--- src/rtl/game_pkg.sv ---
// Shared constants for the brick-breaker game: state encoding, screen and
// brick geometry, and the ball fall test used by both this sequencer and
// the ball datapath.
package game_pkg;

  // Game state encoding. ST_PLAY must stay 3: the ball datapath only
  // advances the ball while it sees state 3.
  typedef enum logic [2:0] {
    ST_MENU  = 3'd0,
    ST_LOAD  = 3'd1,
    ST_SERVE = 3'd2,
    ST_PLAY  = 3'd3,
    ST_LOST  = 3'd4,
    ST_CLEAR = 3'd5,
    ST_OVER  = 3'd6,
    ST_WIN   = 3'd7
  } game_state_e;

  // Screen size in pixels
  localparam int H = 640;
  localparam int V = 480;

  // Ball geometry and the bottom edge beyond which the ball counts as lost
  localparam int BALL_H = 10;
  localparam int LOST_Y = 530;

  // Brick array geometry: 32x20 pixel cells, 3 bits each, 20 cells per row
  localparam int CELL_W        = 32;
  localparam int CELL_H        = 20;
  localparam int CELL_BITS     = 3;
  localparam int CELLS_PER_ROW = 20;
  localparam int NUM_CELLS     = 480;
  localparam int BRICK_BITS    = NUM_CELLS * CELL_BITS;

  // Score ceiling
  localparam logic [13:0] SCORE_MAX = 14'd9999;

  // Ball fall test, done in 11 bits so y+vy+height cannot wrap. The ball
  // datapath calls the same function so both sides agree on the lost tick.
  function automatic logic ball_past_floor(input logic [9:0] y,
                                           input logic [9:0] vy,
                                           input int         ball_h,
                                           input int         lost_y);
    logic [10:0] bottom;
    bottom = {1'b0, y} + {1'b0, vy} + 11'(ball_h);
    return bottom > 11'(lost_y);
  endfunction

  // Score add that sticks at SCORE_MAX
  function automatic logic [13:0] score_add(input logic [13:0] score,
                                            input logic [3:0]  pts);
    logic [14:0] sum;
    sum = {1'b0, score} + 15'(pts);
    return (sum > 15'(SCORE_MAX)) ? SCORE_MAX : sum[13:0];
  endfunction

endpackage

--- src/rtl/game_flow_ctrl_if.sv ---
// Signal bundle between the game sequencer and its surroundings (debounced
// buttons, ball datapath, brick loader). master = surroundings,
// slave = game_flow_ctrl.
// There is no valid/ready pair on this bundle: inputs are sampled every
// clk_22 tick as levels, load_done is a level/pulse that the sequencer only
// looks at while brick_load is high, and every output is a registered level
// except skill, which is a one-tick pulse.
interface game_flow_ctrl_if;
  logic          start_btn;
  logic [9:0]    ball_y;
  logic [9:0]    ball_vy;
  logic          ball_dir_down;
  logic [1439:0] bricks;
  logic [3:0]    collision_trig;
  logic          load_done;
  logic [2:0]    state;
  logic [1:0]    lives;
  logic [1:0]    level;
  logic [13:0]   score;
  logic [2:0]    skill;
  logic          brick_load;
  logic [1:0]    brick_pattern;

  modport master (
    output start_btn, ball_y, ball_vy, ball_dir_down, bricks,
           collision_trig, load_done,
    input  state, lives, level, score, skill, brick_load, brick_pattern
  );

  modport slave (
    input  start_btn, ball_y, ball_vy, ball_dir_down, bricks,
           collision_trig, load_done,
    output state, lives, level, score, skill, brick_load, brick_pattern
  );
endinterface

--- src/rtl/game_flow_ctrl_skill_award.sv ---
// Skill grant accumulator: collects points while the game is in PLAY and
// emits a one-tick one-hot grant each time SKILL_STEP points have built up,
// rotating through the three skills.
module skill_award
  import game_pkg::*;
#(
  parameter int SKILL_STEP = 20
) (
  input  logic       clk_22,
  input  logic       rst,
  input  logic       en,
  input  logic       clear,
  input  logic [3:0] pts,
  output logic [2:0] skill
);

  logic [5:0] skill_acc_q, skill_acc_d;
  logic [2:0] skill_ptr_q, skill_ptr_d;
  logic [2:0] skill_q, skill_d;
  logic [5:0] sum;

  // Accumulate points; on crossing the step, grant the pointed skill and rotate
  always_comb begin
    sum         = skill_acc_q + {2'b00, pts};
    skill_acc_d = skill_acc_q;
    skill_ptr_d = skill_ptr_q;
    skill_d     = 3'b000;
    if (clear) begin
      skill_acc_d = 6'd0;
    end else if (en) begin
      if (sum >= 6'(SKILL_STEP)) begin
        skill_acc_d = sum - 6'(SKILL_STEP);
        skill_d     = skill_ptr_q;
        skill_ptr_d = {skill_ptr_q[1:0], skill_ptr_q[2]};
      end else begin
        skill_acc_d = sum;
      end
    end
  end

  // Accumulator, pointer and grant registers
  always_ff @(posedge clk_22 or posedge rst) begin
    if (rst) begin
      skill_acc_q <= 6'd0;
      skill_ptr_q <= 3'b001;
      skill_q     <= 3'b000;
    end else begin
      skill_acc_q <= skill_acc_d;
      skill_ptr_q <= skill_ptr_d;
      skill_q     <= skill_d;
    end
  end

  assign skill = skill_q;

endmodule

--- src/rtl/game_flow_ctrl.sv ---
// Top-level game sequencer: walks MENU/LOAD/SERVE/PLAY/LOST/CLEAR/OVER/WIN,
// keeps lives, level and score, requests brick pattern loads and hands out
// skill grants through skill_award.
module game_flow_ctrl
  import game_pkg::*;
#(
  parameter int LIVES       = 3,
  parameter int LEVELS      = 3,
  parameter int SERVE_TICKS = 48,
  parameter int PAUSE_TICKS = 24,
  parameter int SKILL_STEP  = 20,
  parameter int LOST_Y      = game_pkg::LOST_Y,
  parameter int BALL_H      = game_pkg::BALL_H
) (
  input logic        clk_22,
  input logic        rst,
  game_flow_ctrl_if.slave bus
);

  localparam int TW = 8;

  game_state_e   state_q, state_d;
  logic [1:0]    lives_q, lives_d;
  logic [1:0]    level_q, level_d;
  logic [13:0]   score_q, score_d;
  logic [TW-1:0] timer_q, timer_d;
  logic          brick_load_q, brick_load_d;
  logic          start_q, start_d;

  logic       start_pulse;
  logic       ball_lost;
  logic       cleared;
  logic       game_start;
  logic       in_play;
  logic [2:0] skill_w;

  assign start_pulse = bus.start_btn & ~start_q;
  assign ball_lost   = bus.ball_dir_down &
                       ball_past_floor(bus.ball_y, bus.ball_vy, BALL_H, LOST_Y);
  assign cleared     = ~|bus.bricks;
  assign in_play     = (state_q == ST_PLAY);

  // Next-state, counter and load-request logic for the game sequence
  always_comb begin
    state_d      = state_q;
    lives_d      = lives_q;
    level_d      = level_q;
    score_d      = score_q;
    timer_d      = timer_q;
    brick_load_d = 1'b0;
    start_d      = bus.start_btn;
    game_start   = 1'b0;
    case (state_q)
      ST_MENU: begin
        if (start_pulse) begin
          lives_d      = 2'(LIVES);
          level_d      = 2'd0;
          score_d      = 14'd0;
          game_start   = 1'b1;
          state_d      = ST_LOAD;
          brick_load_d = 1'b1;
        end
      end
      ST_LOAD: begin
        if (bus.load_done) begin
          state_d = ST_SERVE;
          timer_d = '0;
        end else begin
          brick_load_d = 1'b1;
        end
      end
      ST_SERVE: begin
        if (start_pulse || (timer_q == TW'(SERVE_TICKS - 1))) begin
          state_d = ST_PLAY;
          timer_d = '0;
        end else begin
          timer_d = timer_q + 1'b1;
        end
      end
      ST_PLAY: begin
        score_d = score_add(score_q, bus.collision_trig);
        // a lost ball wins over a cleared board on the same tick
        if (ball_lost) begin
          state_d = ST_LOST;
          timer_d = '0;
        end else if (cleared) begin
          state_d = ST_CLEAR;
          timer_d = '0;
        end
      end
      ST_LOST: begin
        if (timer_q == TW'(PAUSE_TICKS - 1)) begin
          timer_d = '0;
          lives_d = lives_q - 2'd1;
          state_d = (lives_q == 2'd1) ? ST_OVER : ST_SERVE;
        end else begin
          timer_d = timer_q + 1'b1;
        end
      end
      ST_CLEAR: begin
        if (timer_q == TW'(PAUSE_TICKS - 1)) begin
          timer_d = '0;
          if (level_q == 2'(LEVELS - 1)) begin
            state_d = ST_WIN;
          end else begin
            level_d      = level_q + 2'd1;
            state_d      = ST_LOAD;
            brick_load_d = 1'b1;
          end
        end else begin
          timer_d = timer_q + 1'b1;
        end
      end
      ST_OVER, ST_WIN: begin
        if (start_pulse) begin
          state_d = ST_MENU;
        end
      end
      default: state_d = ST_MENU;
    endcase
  end

  // Sequencer registers; rst also drops brick_load without waiting for a tick
  always_ff @(posedge clk_22 or posedge rst) begin
    if (rst) begin
      state_q      <= ST_MENU;
      lives_q      <= 2'(LIVES);
      level_q      <= 2'd0;
      score_q      <= 14'd0;
      timer_q      <= '0;
      brick_load_q <= 1'b0;
      start_q      <= 1'b0;
    end else begin
      state_q      <= state_d;
      lives_q      <= lives_d;
      level_q      <= level_d;
      score_q      <= score_d;
      timer_q      <= timer_d;
      brick_load_q <= brick_load_d;
      start_q      <= start_d;
    end
  end

  skill_award #(
    .SKILL_STEP (SKILL_STEP)
  ) u_skill_award (
    .clk_22 (clk_22),
    .rst    (rst),
    .en     (in_play),
    .clear  (game_start),
    .pts    (bus.collision_trig),
    .skill  (skill_w)
  );

  // A grant earned on the tick that leaves PLAY would land in LOST/CLEAR;
  // skills are only meaningful to ball_control during PLAY, so mask it.
  assign bus.skill         = skill_w & {3{in_play}};
  assign bus.state         = state_q;
  assign bus.lives         = lives_q;
  assign bus.level         = level_q;
  assign bus.score         = score_q;
  assign bus.brick_load    = brick_load_q;
  assign bus.brick_pattern = level_q;

endmodule

--- src/flat_wrapper.sv ---
// flat-port wrapper written by rule: the top's interface ports become plain ports
module game_flow_ctrl_flat import game_pkg::*;
#(
  parameter int LIVES       = 3,
  parameter int LEVELS      = 3,
  parameter int SERVE_TICKS = 48,
  parameter int PAUSE_TICKS = 24,
  parameter int SKILL_STEP  = 20,
  parameter int LOST_Y      = game_pkg::LOST_Y,
  parameter int BALL_H      = game_pkg::BALL_H
)
  (clk_22, rst, bus_start_btn, bus_ball_y, bus_ball_vy, bus_ball_dir_down, bus_bricks, bus_collision_trig, bus_load_done, bus_state, bus_lives, bus_level, bus_score, bus_skill, bus_brick_load, bus_brick_pattern);
  game_flow_ctrl_if bus_i ();
  input logic clk_22;
  input logic rst;
  input wire logic [$bits(bus_i.start_btn)-1:0] bus_start_btn;
  input wire logic [$bits(bus_i.ball_y)-1:0] bus_ball_y;
  input wire logic [$bits(bus_i.ball_vy)-1:0] bus_ball_vy;
  input wire logic [$bits(bus_i.ball_dir_down)-1:0] bus_ball_dir_down;
  input wire logic [$bits(bus_i.bricks)-1:0] bus_bricks;
  input wire logic [$bits(bus_i.collision_trig)-1:0] bus_collision_trig;
  input wire logic [$bits(bus_i.load_done)-1:0] bus_load_done;
  output wire logic [$bits(bus_i.state)-1:0] bus_state;
  output wire logic [$bits(bus_i.lives)-1:0] bus_lives;
  output wire logic [$bits(bus_i.level)-1:0] bus_level;
  output wire logic [$bits(bus_i.score)-1:0] bus_score;
  output wire logic [$bits(bus_i.skill)-1:0] bus_skill;
  output wire logic [$bits(bus_i.brick_load)-1:0] bus_brick_load;
  output wire logic [$bits(bus_i.brick_pattern)-1:0] bus_brick_pattern;
  assign bus_i.start_btn = bus_start_btn;
  assign bus_i.ball_y = bus_ball_y;
  assign bus_i.ball_vy = bus_ball_vy;
  assign bus_i.ball_dir_down = bus_ball_dir_down;
  assign bus_i.bricks = bus_bricks;
  assign bus_i.collision_trig = bus_collision_trig;
  assign bus_i.load_done = bus_load_done;
  assign bus_state = bus_i.state;
  assign bus_lives = bus_i.lives;
  assign bus_level = bus_i.level;
  assign bus_score = bus_i.score;
  assign bus_skill = bus_i.skill;
  assign bus_brick_load = bus_i.brick_load;
  assign bus_brick_pattern = bus_i.brick_pattern;
  game_flow_ctrl #(.LIVES(LIVES), .LEVELS(LEVELS), .SERVE_TICKS(SERVE_TICKS), .PAUSE_TICKS(PAUSE_TICKS), .SKILL_STEP(SKILL_STEP), .LOST_Y(LOST_Y), .BALL_H(BALL_H)) u_core (.clk_22(clk_22), .rst(rst), .bus(bus_i));
endmodule
--- config.mk ---
export PLATFORM = sky130hd
export DESIGN_NAME = game_flow_ctrl_flat
export DESIGN_NICKNAME = d
export VERILOG_FILES = /design/src/rtl/game_pkg.sv /design/src/rtl/game_flow_ctrl_if.sv /design/src/rtl/game_flow_ctrl_skill_award.sv /design/src/rtl/game_flow_ctrl.sv /design/src/flat_wrapper.sv
export SDC_FILE = /design/constraint.sdc
export NUM_CORES = 1
export LEC_CHECK = 0
export CAP_MARGIN = 15
export CORE_AREA = 10 10 579 581
export DETAILED_ROUTE_END_ITERATION = 16
export DIE_AREA = 0 0 589 591
export GPL_TIMING_DRIVEN = 0
export MAX_ROUTING_LAYER = met4
export PLACE_DENSITY = 0.3
export SYNTH_ARGS = -nofsm -noshare
export SYNTH_HDL_FRONTEND = slang
export SYNTH_HIERARCHICAL = 1
export SYNTH_SLANG_ARGS = --single-unit
--- constraint.sdc ---
create_clock -name clk_22 -period 3.5 [get_ports clk_22]
set_input_delay 0.525 -clock clk_22 [delete_from_list [all_inputs] [get_ports clk_22]]
set_output_delay 0.525 -clock clk_22 [all_outputs]
set_load 0.02 [all_outputs]
==> results of run 1 <==
[per-stage QoR]
step	power, W	TNS [ns]
2_1_floorplan	0.002301	0
3_3_place_gp	0.005013	-65.63
3_5_place_dp	0.005043	-23.97
4_1_cts	0.005713	-0.3341
5_1_grt	0.006114	-0.2740
6_report	0.005668	-0.03177
[layer usage]
metal / share of wire / up-vias / global-route usage
li1: - / 6986 / -
met1: 0.37 / 6745 / 0.08306
met2: 0.55 / 930 / 0.1543
met3: 0.063 / 93 / 0.01900
met4: 0.016 / 0 / 0.009495
met5: 0 / - / -
[final cells by class]
| type | instances | area, µm² |
|---|---|---|
| well taps | 4325 | 5411 |
| plain buffers | 14 | 67.56 |
| repair buffers | 1527 | 15250 |
| clock buffers | 6 | 138.9 |
| diodes | 29 | 72.57 |
| multi-input cells | 809 | 6222 |
| clock inverters | 2 | 38.79 |
| inverters | 24 | 92.59 |
| flip-flops and latches | 43 | 1080 |
| fillers | 37810 | 294800 |
[cell families after synthesis]
kind of cell | Yosys count | synth area share
xor+xnor | 15 | 0.02135
flops | 43 | 0.1660
compound gates | 108 | 0.1185
simple gates | 644 | 0.5877
mux | 7 | 0.01154
fa+ha+maj | 35 | 0.07077
buf+inv | 38 | 0.02423
[power by group]
group	leakage, nW	internal, W	switching [W]
registers	0.546	0.000668	0.000209
logic	7.89	0.00233	0.00189
clock network	0.0877	0.000359	0.000215
total	8.53	0.00335	0.00231
[critical path: cells and delay by family]
kind,cells,cell delay [ns]
simple gates,6,1.98
buf+inv,2,0.92
compound gates,2,0.19
[repair_timing]
action | in CTS | in global routing
setup endpoints to repair | 16 | 16
pin swaps | 64 | 70
endpoints found under the hold margin | 0 | 0
resized for setup | 228 | 98
buffers inserted | 2 | 1
[layout by cell type (no fill, tap or decap), types with 19 or more instances in the layout]
cell type        count
inv_1               19
nor4_2              66
diode_2             29
dlymetal6s2s_1      32
nor2_1              48
clkdlybuf4s50_1   1354
nand4_1             98
nor4_1             297
dfrtp_1             40
nand2_1             38
dlygate4sd2_1       79
nor4_4              22
a21oi_1             33
ha_1                24
[registers in the layout, indices dropped and copies added, names as in the netlist, 2 cells and up]
signal,flops
u_core/u_skill_award/skill_acc_q,6
u_core/bus.lives,2
u_core/u_skill_award/skill,3
u_core/u_skill_award/skill_ptr_q,3
u_core/timer_q,8
u_core/bus.score,14
u_core/bus.state,3
u_core/bus.brick_pattern,2
[path summary, 6_finish.rpt]
kind | startpoint | end | slack [ns] | cells past startpoint
min reg2reg | u_core/bus.lives[1]$_DFFE_PP1P_ | u_core/bus.lives[1]$_DFFE_PP1P_ | 0.52 | 2
max in group asynchronous | rst | u_core/bus.brick_pattern[1]$_DFFE_PP0P_ | 2.27 | 2
min | u_core/bus.lives[1]$_DFFE_PP1P_ | u_core/bus.lives[1]$_DFFE_PP1P_ | 0.52 | 2
max reg2reg | u_core/bus.state[1]$_DFFE_PP0P_ | u_core/u_skill_award/skill_acc_q[2]$_DFFE_PP0P_ | 0.57 | 8
max | bus_bricks[734] | u_core/timer_q[1]$_DFFE_PP0P_ | -0.03 | 10
min in group asynchronous | rst | u_core/u_skill_award/skill[2]$_DFF_PP0_ | 0.63 | 2
==> metrics, run 1 <==
DRC 0; Hold Vio Cnt, Final 0; Area Growth Syn to Fin 336.1%; clock-pin slew on the worst setup and hold paths 0.07 ns; Core Area roughly 0.32 mm²; RSZ-0062 raised after global routing true; Pleak between 8 and 9 nW; I/O Buffers 1495; fin util 0.08778; Num CTS Buffers 5; critical path peak fanout 7; Synth area leaders nor4_1 (37%), dfrtp_1 (15%), nand4_1 (9.4%); number of warnings issued by yosys 6; Period minus WS final 3.532 ns; Synth area leader nor4_1; failing checks setup timing; wire length per cell between 20 and 25 µm; Post-Syn Instances 890; Via density 2.176; gr usage total 0.07951; status complete, but fails checks; pre-CTS setup slack -2.057 ns; CTS max path bufs 2; full die area ~0.35 mm²; most common cell in the netlist nor4_1; Synth top area share 0.3702; fmax 283.1 MHz; period utilisation layout 1.009; Crit. End Element flip-flop; Setup Viol. Count Final 1; TritonCTS clock tree yes; die width a little under 600 µm; vias 14750; ys flop type dfrtp_1; first-pass GRT wire length roughly 180 mm; Layout Cells excl Fill 6779; vias in the first global route 16730; Final Skew approximately 0.011 ns; MaxCap Viol Count 0; hold_ws 0.5199 ns; measured slew at the worst slew-check pin 0.9148 ns; Unique masters post-synth 73; CP max-delay cell clkdlybuf4s50_1; CP startpoint kind input port; ANT nets after route 0; Die Ht between 500 and 600 µm; largest net degree at the start of global routing 32; post-DP HPWL 138.4 mm; clk_lat worst skew roughly 0.30 ns; Slowest Stage Delay on Critical Path 0.77 ns; Worst IR Drop VDD 0.0001917 V; initial antenna violation count 53; H-tree depth 2; # clock sinks 43; HP Class reg -> reg; Synthesized Nets ~2400; Syn Std Cell Area 0.006506 mm²; drt first-iter violations 536; power density over cell area 199.8 mW/mm²; row count 209; Boundary Pins between 1000 and 1500; fin nets between 3000 and 4000; sequential fraction of the synthesis area 0.1660; root buffer cell clkbuf_16; Post-synth ARST share 1.000; slew margin rel. 0.3845; Cells after DPL 6741; Slew Viols, Final 0; layout cells sized above 1 0.08206; critical path type in -> reg; WP data arrival around 3.7 ns; total grt overflow 0; final wirelength 143.9 mm; Final Cell Area 0.02837 mm²; Post-synth EDFFs 0; average size of a mapped cell 7.310 µm²; DRT Pass-1 Iters 4; Post-synth top cells nor4_1 (385), nand4_1 (98), nor2_1 (49); Setup WS post-layout -0.03177 ns; crit path cell chain clkdlybuf4s50_1, nor4_2, nand4_1, nor4_4, nand4_1, nor4_4, nand2_4, buf_12, a21oi_4, o31ai_2; critical path data required time 3.65 ns; Starting Density 0.02013; placed cell area ~0.027 mm²; cts-stage hold buffer count 0; RePlAce Congestion ~0.9; flops & latches, synth between 40 and 50
No activity file was read; power rests on OpenSTA's default activity.
==> inputs of run 2 (changes only) <==
GPL_ROUTABILITY_DRIVEN = 0   (was unset)
SKIP_LAST_GASP = 1   (was unset)
==> metrics, run 2 (synthesized netlist as in run 1, its figures left out) <==
status completed; final wirelength 135.8 mm (-5.6%); clk_lat worst skew 0.30 ns (about the same); layout cells sized above 1 0.09065 (+0.008585); H-tree depth 2 (unchanged); Period minus WS final 3.473 ns (-0.05841 ns); Worst IR Drop VDD 0.0001974 V (+3.0%); Crit. End Element flip-flop; Layout Cells excl Fill 6780 (+0.015%); DRT Pass-1 Iters 5 (+1); measured slew at the worst slew-check pin 0.8999 ns (-0.01499 ns); switching power 0.002345 W (+1.3%); total grt overflow 0 (unchanged); Via density 2.219 (+2.0%); fmax 287.9 MHz (+1.7%); post-DP HPWL 129.1 mm (-6.7%); switching part of the total power 0.4127 (+0.004427); Logic pwr share 0.743 (about the same); wire length per cell 20.04 µm (-5.6%); first-pass GRT wire length 166.5 mm (-6.3%); I/O Buffers 1495 (unchanged); Core Area 0.3232 mm² (unchanged); TritonCTS clock tree yes; DRC 0 (unchanged); placed cell area 0.02736 mm² (about the same); Cells after DPL 6740 (-0.015%); max FFs per register 14 (unchanged); RSZ-0062 raised after global routing true; Final Cell Area 0.02853 mm² (+0.56%); row count 209 (unchanged); largest net degree at the start of global routing 32 (unchanged); critical path data required time 3.66 ns (about the same); HP Class reg -> reg; CP startpoint kind input port; critical path type in -> reg; WP data arrival 3.63 ns (-0.05 ns); die width 589 µm (unchanged); gr usage total 0.07385 (-0.005651); Sequential Power Share 0.156 (about the same); MaxCap Viol Count 0 (unchanged); power share of the clock group 0.102 (about the same); slew margin rel. 0.3946 (+0.01009); Pleak 8.887 nW (+4.2%); drt first-iter violations 708 (+32%); most frequent cells in the layout clkdlybuf4s50_1 (1330), nor4_1 (290), nand4_1 (98); critical path peak fanout 7 (unchanged); cts-stage hold buffer count 0 (unchanged); power density over cell area 199.2 mW/mm² (-0.31%); most common cell after layout, fill and taps aside clkdlybuf4s50_1; Area Growth Syn to Fin 338.5%; Int Power 0.003337 W (-0.50%); ANT nets after route 0 (unchanged); full die area 0.3481 mm² (unchanged); Setup Viol. Count Final 0 (-1); root buffer cell clkbuf_16; Die Ht 591 µm (unchanged); initial antenna violation count 56 (+5.7%); CTS max path bufs 2 (unchanged); vias in the first global route 16560 (-1.0%); fin nets 3930 (+0.051%); # clock sinks 43 (unchanged); Final Skew 0.01195 ns (+0.0008347 ns); Hold Vio Cnt, Final 0 (unchanged); period utilisation layout 0.9924 (-0.01669); clock-pin slew on the worst setup and hold paths 0.07 ns (about the same); vias 15050 (+2.0%); Boundary Pins 1496 (unchanged); Starting Density 0.02013 (unchanged); Num CTS Buffers 5 (unchanged); Slew Viols, Final 0 (unchanged)
[run 2: worst paths after layout]
check / start / endpoint / slack, ns / depth (start not counted)
worst min register to register: u_core/u_skill_award/skill_ptr_q[2]$_DFFE_PP0P_ / u_core/u_skill_award/skill[2]$_DFF_PP0_ / 0.52 / 1
worst max-delay path: bus_bricks[1202] / u_core/timer_q[1]$_DFFE_PP0P_ / 0.03 / 11
max in group asynchronous: rst / u_core/bus.brick_pattern[1]$_DFFE_PP0P_ / 2.30 / 2
min in group asynchronous: rst / u_core/u_skill_award/skill[1]$_DFF_PP0_ / 0.61 / 2
worst max register to register: u_core/bus.state[1]$_DFFE_PP0P_ / u_core/u_skill_award/skill_acc_q[2]$_DFFE_PP0P_ / 0.58 / 8
worst min-delay path: u_core/u_skill_award/skill_ptr_q[2]$_DFFE_PP0P_ / u_core/u_skill_award/skill[2]$_DFF_PP0_ / 0.52 / 1
[run 2: power by group through the flow]
stage | Clock (W) | Sequential (W) | Combinational (W)
floorplan | 0 | 0.000927 | 0.00137
global placement | 0 | 0.000897 | 0.00409
detailed placement | 0 | 0.000897 | 0.00413
CTS | 0.000607 | 0.000893 | 0.00420
global route | 0.000625 | 0.000923 | 0.00455
finish | 0.000579 | 0.000884 | 0.00422
[run 2: routing by layer]
metal | track usage | vias up | part of all wire
li1 | - | 6982 | -
met1 | 0.07721 | 6854 | 0.37
met2 | 0.1390 | 1061 | 0.53
met3 | 0.01642 | 148 | 0.067
met4 | 0.01981 | 0 | 0.035
met5 | - | - | 0
[run 2: what timing repair did]
| item | CTS | global route |
|---|---|---|
| pin swaps | 79 | 90 |
| endpoints found under the hold margin | 0 | 0 |
| setup endpoints to repair | 15 | 17 |
| gates resized for setup | 195 | 178 |
| setup buffers | 2 | 4 |
| gates cloned | 0 | 0 |
[run 2: layout make-up]
class	count	area, µm²
multi-input cells	809	6306
inverters	24	90.09
repair buffers	1529	15340
clock buffers	5	125.1
well taps	4325	5411
diodes	28	70.07
plain buffers	14	67.56
clock inverters	3	46.29
fillers	37790	294700
flip-flops and latches	43	1080
[run 2: stage by stage]
step	total power [W]	worst slack, ns	TNS (ns)	hold WS (ns)	utilization
3_5_place_dp	0.005029	-2.281	-26.25	0.5039	0.08463
4_1_cts	0.005702	-0.1803	-1.311	0.5216	0.08620
2_1_floorplan	0.002301	0.3600	0	0.3890	-
5_1_grt	0.006101	-0.1043	-0.6643	0.5437	0.08828
6_report	0.005682	0.02665	0	0.5184	0.08828
3_3_place_gp	0.004987	-6.169	-66.68	0.4887	0.08317
[run 2: worst max-delay path: stages]
cell	delay, ns
clkdlybuf4s50_1	0.41
nor4_1	0.28
nand4_1	0.53
nor4_2	0.46
buf_4	0.21
nand4_1	0.28
nor4_4	0.48
nand2_4	0.08
buf_12	0.16
a21oi_2	0.12
o31ai_1	0.07
==> variant 1: new RTL, settings of run 2 <==
Reset style: synchronous (`rst`), changed in 2 clocked blocks.
--- a/src/rtl/game_flow_ctrl_skill_award.sv
+++ b/src/rtl/game_flow_ctrl_skill_award.sv
@@ -41,3 +41,3 @@
   // Accumulator, pointer and grant registers
-  always_ff @(posedge clk_22 or posedge rst) begin
+  always_ff @(posedge clk_22) begin
     if (rst) begin
--- a/src/rtl/game_flow_ctrl.sv
+++ b/src/rtl/game_flow_ctrl.sv
@@ -123,3 +123,3 @@
   // Sequencer registers; rst also drops brick_load without waiting for a tick
-  always_ff @(posedge clk_22 or posedge rst) begin
+  always_ff @(posedge clk_22) begin
     if (rst) begin
Behaviour: differs if rst is asserted again (counterexample within 4 cycles, from zero or initial values and one cycle with rst high); with rst held inactive, the same outputs for 4 cycles.
==> variant 1 against run 2 <==
The run now ends with negative setup slack left; wire length is 8.6% higher; design area is 2.8% lower; combinational power is 35% lower; die area stayed put; count of clock-buffer cells in the layout is 2 higher; sequential share of layout area is 0.68 points lower; total power is 33% lower; setup slack worse by 0.94 ns; fmax is 21% lower; critical path depth stayed put; register-to-register slack worse by 0.18 ns; sequential cell count stayed put; area after synthesis is 2.4% lower; critical path type unchanged; largest cell class unchanged; largest power group unchanged; highest routed layer unchanged.
==> variant 1: results (changes against run 2) <==
status - finished with violations (was finished, final reports clean)
violated checks - negative setup slack
initial antenna violation count - 49 (was 56)
clock-pin slew on the worst setup and hold paths - 0.07 ns (about the same)
Avg Cell Area, Syn - 7.152 µm² (was 7.310 µm²)
Arr. time, crit path - 4.60 ns (was 3.63 ns)
DR vias - 14950 (was 15050)
mux cell area share after synthesis - 1.005% (was 1.154%)
CTS buffer count - 5 (unchanged)
fillcell total - 37840 (was 37790)
Synthesis Warnings - 6 (unchanged)
Synth cell types - 73 (unchanged)
pre-CTS worst setup slack - -3.005 ns (was -2.281 ns)
drt total wl - 147600 µm (was 135800 µm)
Synth Area in Compound Gates - 13.10% (was 11.85%)
Final setup viols - 14 (was 0)
clk_skew - 0.006385 ns (was 0.01195 ns)
largest net degree at the start of global routing - 14 (was 32)
DRT Pass-1 Iters - 4 (was 5)
P_leak - 7.942 nW (was 8.887 nW)
prevailing post-synth register cell - dfxtp_1 (was dfrtp_1)
DRT iter0 DRCs - 725 (was 708)
number of flip-flops in the largest register - 14 (unchanged)
Total Routing Usage GR - 8.108% (was 7.385%)
fraction of layout cells with a size suffix above 1 - 5.706% (was 9.065%)
maximum vdd ir drop - 164.4 µV (was 197.4 µV)
CP max FO - 8 (was 7)
Nets - 3939 (was 3930)
Synth Area in Adders - 7.250% (was 7.077%)
DP Wirelength - 141400 µm (was 129100 µm)
setup slack after layout - -0.9101 ns (was 0.02665 ns)
Final Non-Filler Cells - 6788 (was 6780)
first-pass GRT wire length - 180500 µm (was 166500 µm)
slew margin rel. - 34.43% (was 39.46%)
share of async-settable or async-resettable flops after synthesis - 0% (was 100.0%)
HP Class - reg -> reg (unchanged)
synth cell count leaders - nor4_1 (389), nand4_1 (97), dfxtp_1 (43) (was nor4_1 (385), nand4_1 (98), nor2_1 (49))
sequential element share of the synthesized area - 13.55% (was 16.60%)
Post-Synth XOR/XNOR Area - 2.857% (was 2.135%)
Synth area leaders - nor4_1 (38%), dfxtp_1 (14%), nand4_1 (9.6%) (was nor4_1 (37%), dfrtp_1 (15%), nand4_1 (9.4%))
vias in the first global route - 16840 (was 16560)
# port buffers - 1495 (unchanged)
CTS root buf - clkbuf_16 (unchanged)
syn nets - 2392 (was 2394)
Bufs on Longest Clock Path - 2 (unchanged)
CTS H-tree lvls - 2 (unchanged)
==> variant 1: cell types whose count changed after synthesis, sizes merged, moves of 6 or more <==
cell	run 2	this run
dfxtp	0	43
dfrtp	40	0
nor2	50	31
o21ai	16	30
nor3	7	16
a21oi	35	28
a21o	9	15
nand3	18	12
==> variant 1: cells by family after synthesis <==
| group | count (synthesis) |
|---|---|
| AND/OR/NAND/NOR | 628 |
| flip-flops | 43 |
| AO/OA/AOI/OAI | 116 |
| buffers and inverters | 41 |
| XOR/XNOR | 19 |
| adder cells (fa/ha/maj) | 35 |
| multiplexers | 6 |
==> variant 1: repair_timing <==
action,CTS,global route
setup endpoints to repair,22,19
setup buffers,1,0
pin swaps,13,10
endpoints found under the hold margin,0,0
gates resized for setup,41,8
==> variant 1: worst paths after layout <==
kind                                  startpoint                                   to  slack [ns]  cells after the start
min          u_core/u_skill_award/skill_ptr_q[2]  u_core/u_skill_award/skill_ptr_q[2]        0.50                      2
max                              bus_bricks[782]                    u_core/timer_q[6]       -0.91                     11
max reg2reg                  u_core/bus.state[1]  u_core/u_skill_award/skill_acc_q[1]        0.40                      8
min reg2reg  u_core/u_skill_award/skill_ptr_q[2]  u_core/u_skill_award/skill_ptr_q[2]        0.50                      2
==> variant 1: final cells by class <==
class                           instances  share of cell area (%)
Buffer                                 12                  0.2301
Clock inverter                          1                 0.01804
Clock buffer                            7                  0.4781
Multi-Input combinational cell        804                   20.46
Antenna cell                           27                  0.2436
Sequential cell                        43                   3.103
Timing Repair Buffer                 1540                   55.55
Inverter                               29                  0.4060
Tap cell                             4325                   19.51
==> variant 1: metal layers <==
metal | track usage (%) | wire (µm)
met5 | - | 0
met4 | 2.511 | 5188
met3 | 1.646 | 8367
met2 | 15.97 | 82780
met1 | 7.876 | 51230
==> variant 1: metrics by stage <==
stage | setup TNS [ns] | cell area [µm²] | hold WS (ns)
5_1_grt | -13.93 | 27730 | 0.5098
6_report | -9.717 | 27740 | 0.4951
3_3_place_gp | -76.14 | 26730 | 0.4757
2_1_floorplan | 0 | 6351 | 0.4537
3_5_place_dp | -34.66 | 27360 | 0.4839
4_1_cts | -15.99 | 27650 | 0.4941
==> variant 1: worst max-delay path: stages <==
cell             delay [ns]
clkdlybuf4s50_1        0.40
nor4_1                 0.76
nand4_1                0.28
nor4_2                 0.78
nand4_1                0.55
nor4_2                 0.41
nand2_2                0.15
o311ai_4               0.12
buf_6                  0.18
o221ai_4               0.16
o221a_2                0.27
==> variant 1: power breakdown <==
group | internal [mW] | switching, mW | total (mW) | leakage (nW)
clock network | 0.265 | 0.213 | 0.478 | 0.0681
registers | 0.522 | 0.0532 | 0.576 | 0.348
logic | 1.74 | 1.00 | 2.74 | 7.53
==> variant 2: new RTL, flow settings as in run 2 <==
Without the edit above. Change the localparam `TW` from 8 to 16.
--- a/src/rtl/game_flow_ctrl.sv
+++ b/src/rtl/game_flow_ctrl.sv
@@ -19,3 +19,3 @@
 
-  localparam int TW = 8;
+  localparam int TW = 16;
 
Formal check against the unedited RTL: no difference found for any inputs over 4 cycles, from zero or initial values and one cycle with rst high; that may be too few to reach the edited logic, so the function may still have changed.
==> variant 2 against run 2 <==
Area after synthesis rose by 4.7%; wire length increased by 8.5%; the run now ends with negative setup slack left; largest power group unchanged; total power increased by 3.6%; design area rose by 2.0%; largest cell class unchanged; setup slack got worse by 0.53 ns; combinational power increased by 4.7%; core utilization grew 0.17 points; worst hold slack worse by 0.041 ns; sequential cell count grew 8; count of clock-buffer cells in the layout did not move; critical endpoint is now u_core/timer_q[13]; fmax is 13% lower.
==> variant 2: results (changes against run 2) <==
P_leak - 9.106 nW (was 8.887 nW)
GR Layer Usage met2 - 15.58% (was 13.90%)
Total Routing Usage GR - 8.039% (was 7.385%)
Worst-Margin Slew - 1.002 ns (was 0.8999 ns)
WL met3 - 9336 µm (was 9152 µm)
Clock Latency Late Sink - 0.31 ns
vias in the first global route - 17060 (was 16560)
setup slack after layout - -0.5037 ns (was 0.02665 ns)
WL met2 - 80180 µm (was 71900 µm)
number of flip-flops in the largest register - 16 (was 14)
fillcell total - 37750 (was 37790)
initial antenna violation count - 55 (was 56)
maximum vdd ir drop - 288.3 µV (was 197.4 µV)
Final setup viols - 19 (was 0)
Reg2Reg Setup Slack - -0.23 ns (was 0.58 ns)
Nets - 3972 (was 3930)
Synthesis Warnings - 6 (unchanged)
syn nets - 2423 (was 2394)
status - finished with violations (was finished, final reports clean)
sequential element share of the synthesized area - 18.79% (was 16.60%)
M1 GR Usage - 8.096% (was 7.721%)
met1 wire length - 52500 µm (was 50050 µm)
reg-to-reg endpoint - u_core/timer_q[13] (was u_core/u_skill_award/skill_acc_q[2])
Arr. time, crit path - 4.19 ns (was 3.63 ns)
pre-CTS worst setup slack - -2.823 ns (was -2.281 ns)
M3 GR Usage - 1.840% (was 1.642%)
violated checks - negative setup slack
Synth cell types - 72 (was 73)
synth cell count leaders - nor4_1 (388), nand4_1 (94), dfrtp_1 (48) (was nor4_1 (385), nand4_1 (98), nor2_1 (49))
first-pass GRT wire length - 180300 µm (was 166500 µm)
prevailing post-synth register cell - dfrtp_1 (unchanged)
DP Wirelength - 139700 µm (was 129100 µm)
fraction of layout cells with a size suffix above 1 - 8.465% (was 9.065%)
largest net degree at the start of global routing - 35 (was 32)
DR vias/cell - 2.257 (was 2.219)
clk_skew - 0.01241 ns (was 0.01195 ns)
Reg2Reg Depth - 14 (was 8)
HP Class - in -> async (was reg -> reg)
Synth area leaders - nor4_1 (36%), dfrtp_1 (18%), nand4_1 (8.6%) (was nor4_1 (37%), dfrtp_1 (15%), nand4_1 (9.4%))
Wirelength per Cell - 21.62 µm (was 20.04 µm)
DRT iter0 DRCs - 695 (was 708)
-- variant 2: cell count changes in the layout (fill, tap and decap cells not counted), moves of 7 or more --
cell and change:
a31oi_1 +7, buf_4 +8, clkbuf_2 -14, clkdlybuf4s15_1 -7
clkdlybuf4s50_1 +57, dfrtp_1 +8, diode_2 -9, dlygate4sd2_1 -37
inv_1 +12, nor2_1 -15, nor4_1 +12, nor4_2 -11
o21ai_0 +8
-- variant 2: worst max-delay path by stage --
stage / endpoint / startpoint / cells after the start / slack, ns
global route: u_core/bus.state[0] / bus_bricks[1041] / 11 / -0.60
detailed placement: u_core/timer_q[2] / bus_bricks[1427] / 13 / -2.82
floorplan: u_core/bus.state[0] / bus_ball_y[1] / 15 / 0.27
CTS: u_core/timer_q[13] / bus_bricks[1391] / 14 / -0.78
finish: u_core/timer_q[13] / bus_bricks[1035] / 12 / -0.50
global placement: u_core/timer_q[9] / bus_bricks[934] / 11 / -8.13
-- variant 2: report_power, final --
group | switching (mW) | internal [mW]
clock network | 0.255 | 0.339
registers | 0.151 | 0.724
logic | 1.93 | 2.48
total | 2.34 | 3.55
-- variant 2: critical path, cell delays in order --
cell and delay [ns]:
clkdlybuf4s50_1 0.52, nor4_1 0.27, nand4_1 0.36, nor4_4 0.52, nand4_1 0.31, or4_4 0.72, o32ai_4 0.28, buf_12 0.16
and2_4 0.19, buf_12 0.13, buf_6 0.10, a31oi_4 0.07
-- variant 2: final cells by class --
type	instances	area share [%]
Clock buffer	5	0.4301
Antenna cell	19	0.1634
Sequential cell	51	4.400
Timing Repair Buffer	1544	53.80
Tap cell	4325	18.60
Multi-Input combinational cell	818	21.73
Inverter	34	0.4430
Buffer	14	0.2839
Clock inverter	3	0.1505
-- variant 2: cell families after synthesis --
group                    after synthesis  synth area share [%]
AO/OA/AOI/OAI                        125                 12.53
XOR/XNOR                              12                 1.653
adder cells (fa/ha/maj)               35                 6.758
buffers and inverters                 50                 3.214
flip-flops                            51                 18.79
multiplexers                           6                0.9550
AND/OR/NAND/NOR                      640                 56.11
-- variant 2: through the flow --
step | hold WS [ns] | cell area, µm² | instances | TNS (ns)
floorplan | 0.3890 | 6813 | 919 | 0
global placement | 0.4945 | 27190 | 6739 | -160.06
detailed placement | 0.5002 | 27830 | 6780 | -58.86
CTS | 0.4836 | 28400 | 6792 | -13.95
global route | 0.4991 | 29080 | 6811 | -9.665
finish | 0.4774 | 29090 | 6813 | -7.841
-- variant 2: timing repair --
| action | in CTS | in global routing |
|---|---|---|
| resized for setup | 131 | 145 |
| endpoints found under the setup margin | 38 | 29 |
| pin swaps | 39 | 72 |
| gates cloned | 1 | 0 |
| buffers inserted | 6 | 6 |
| hold endpoints to repair | 0 | 0 |
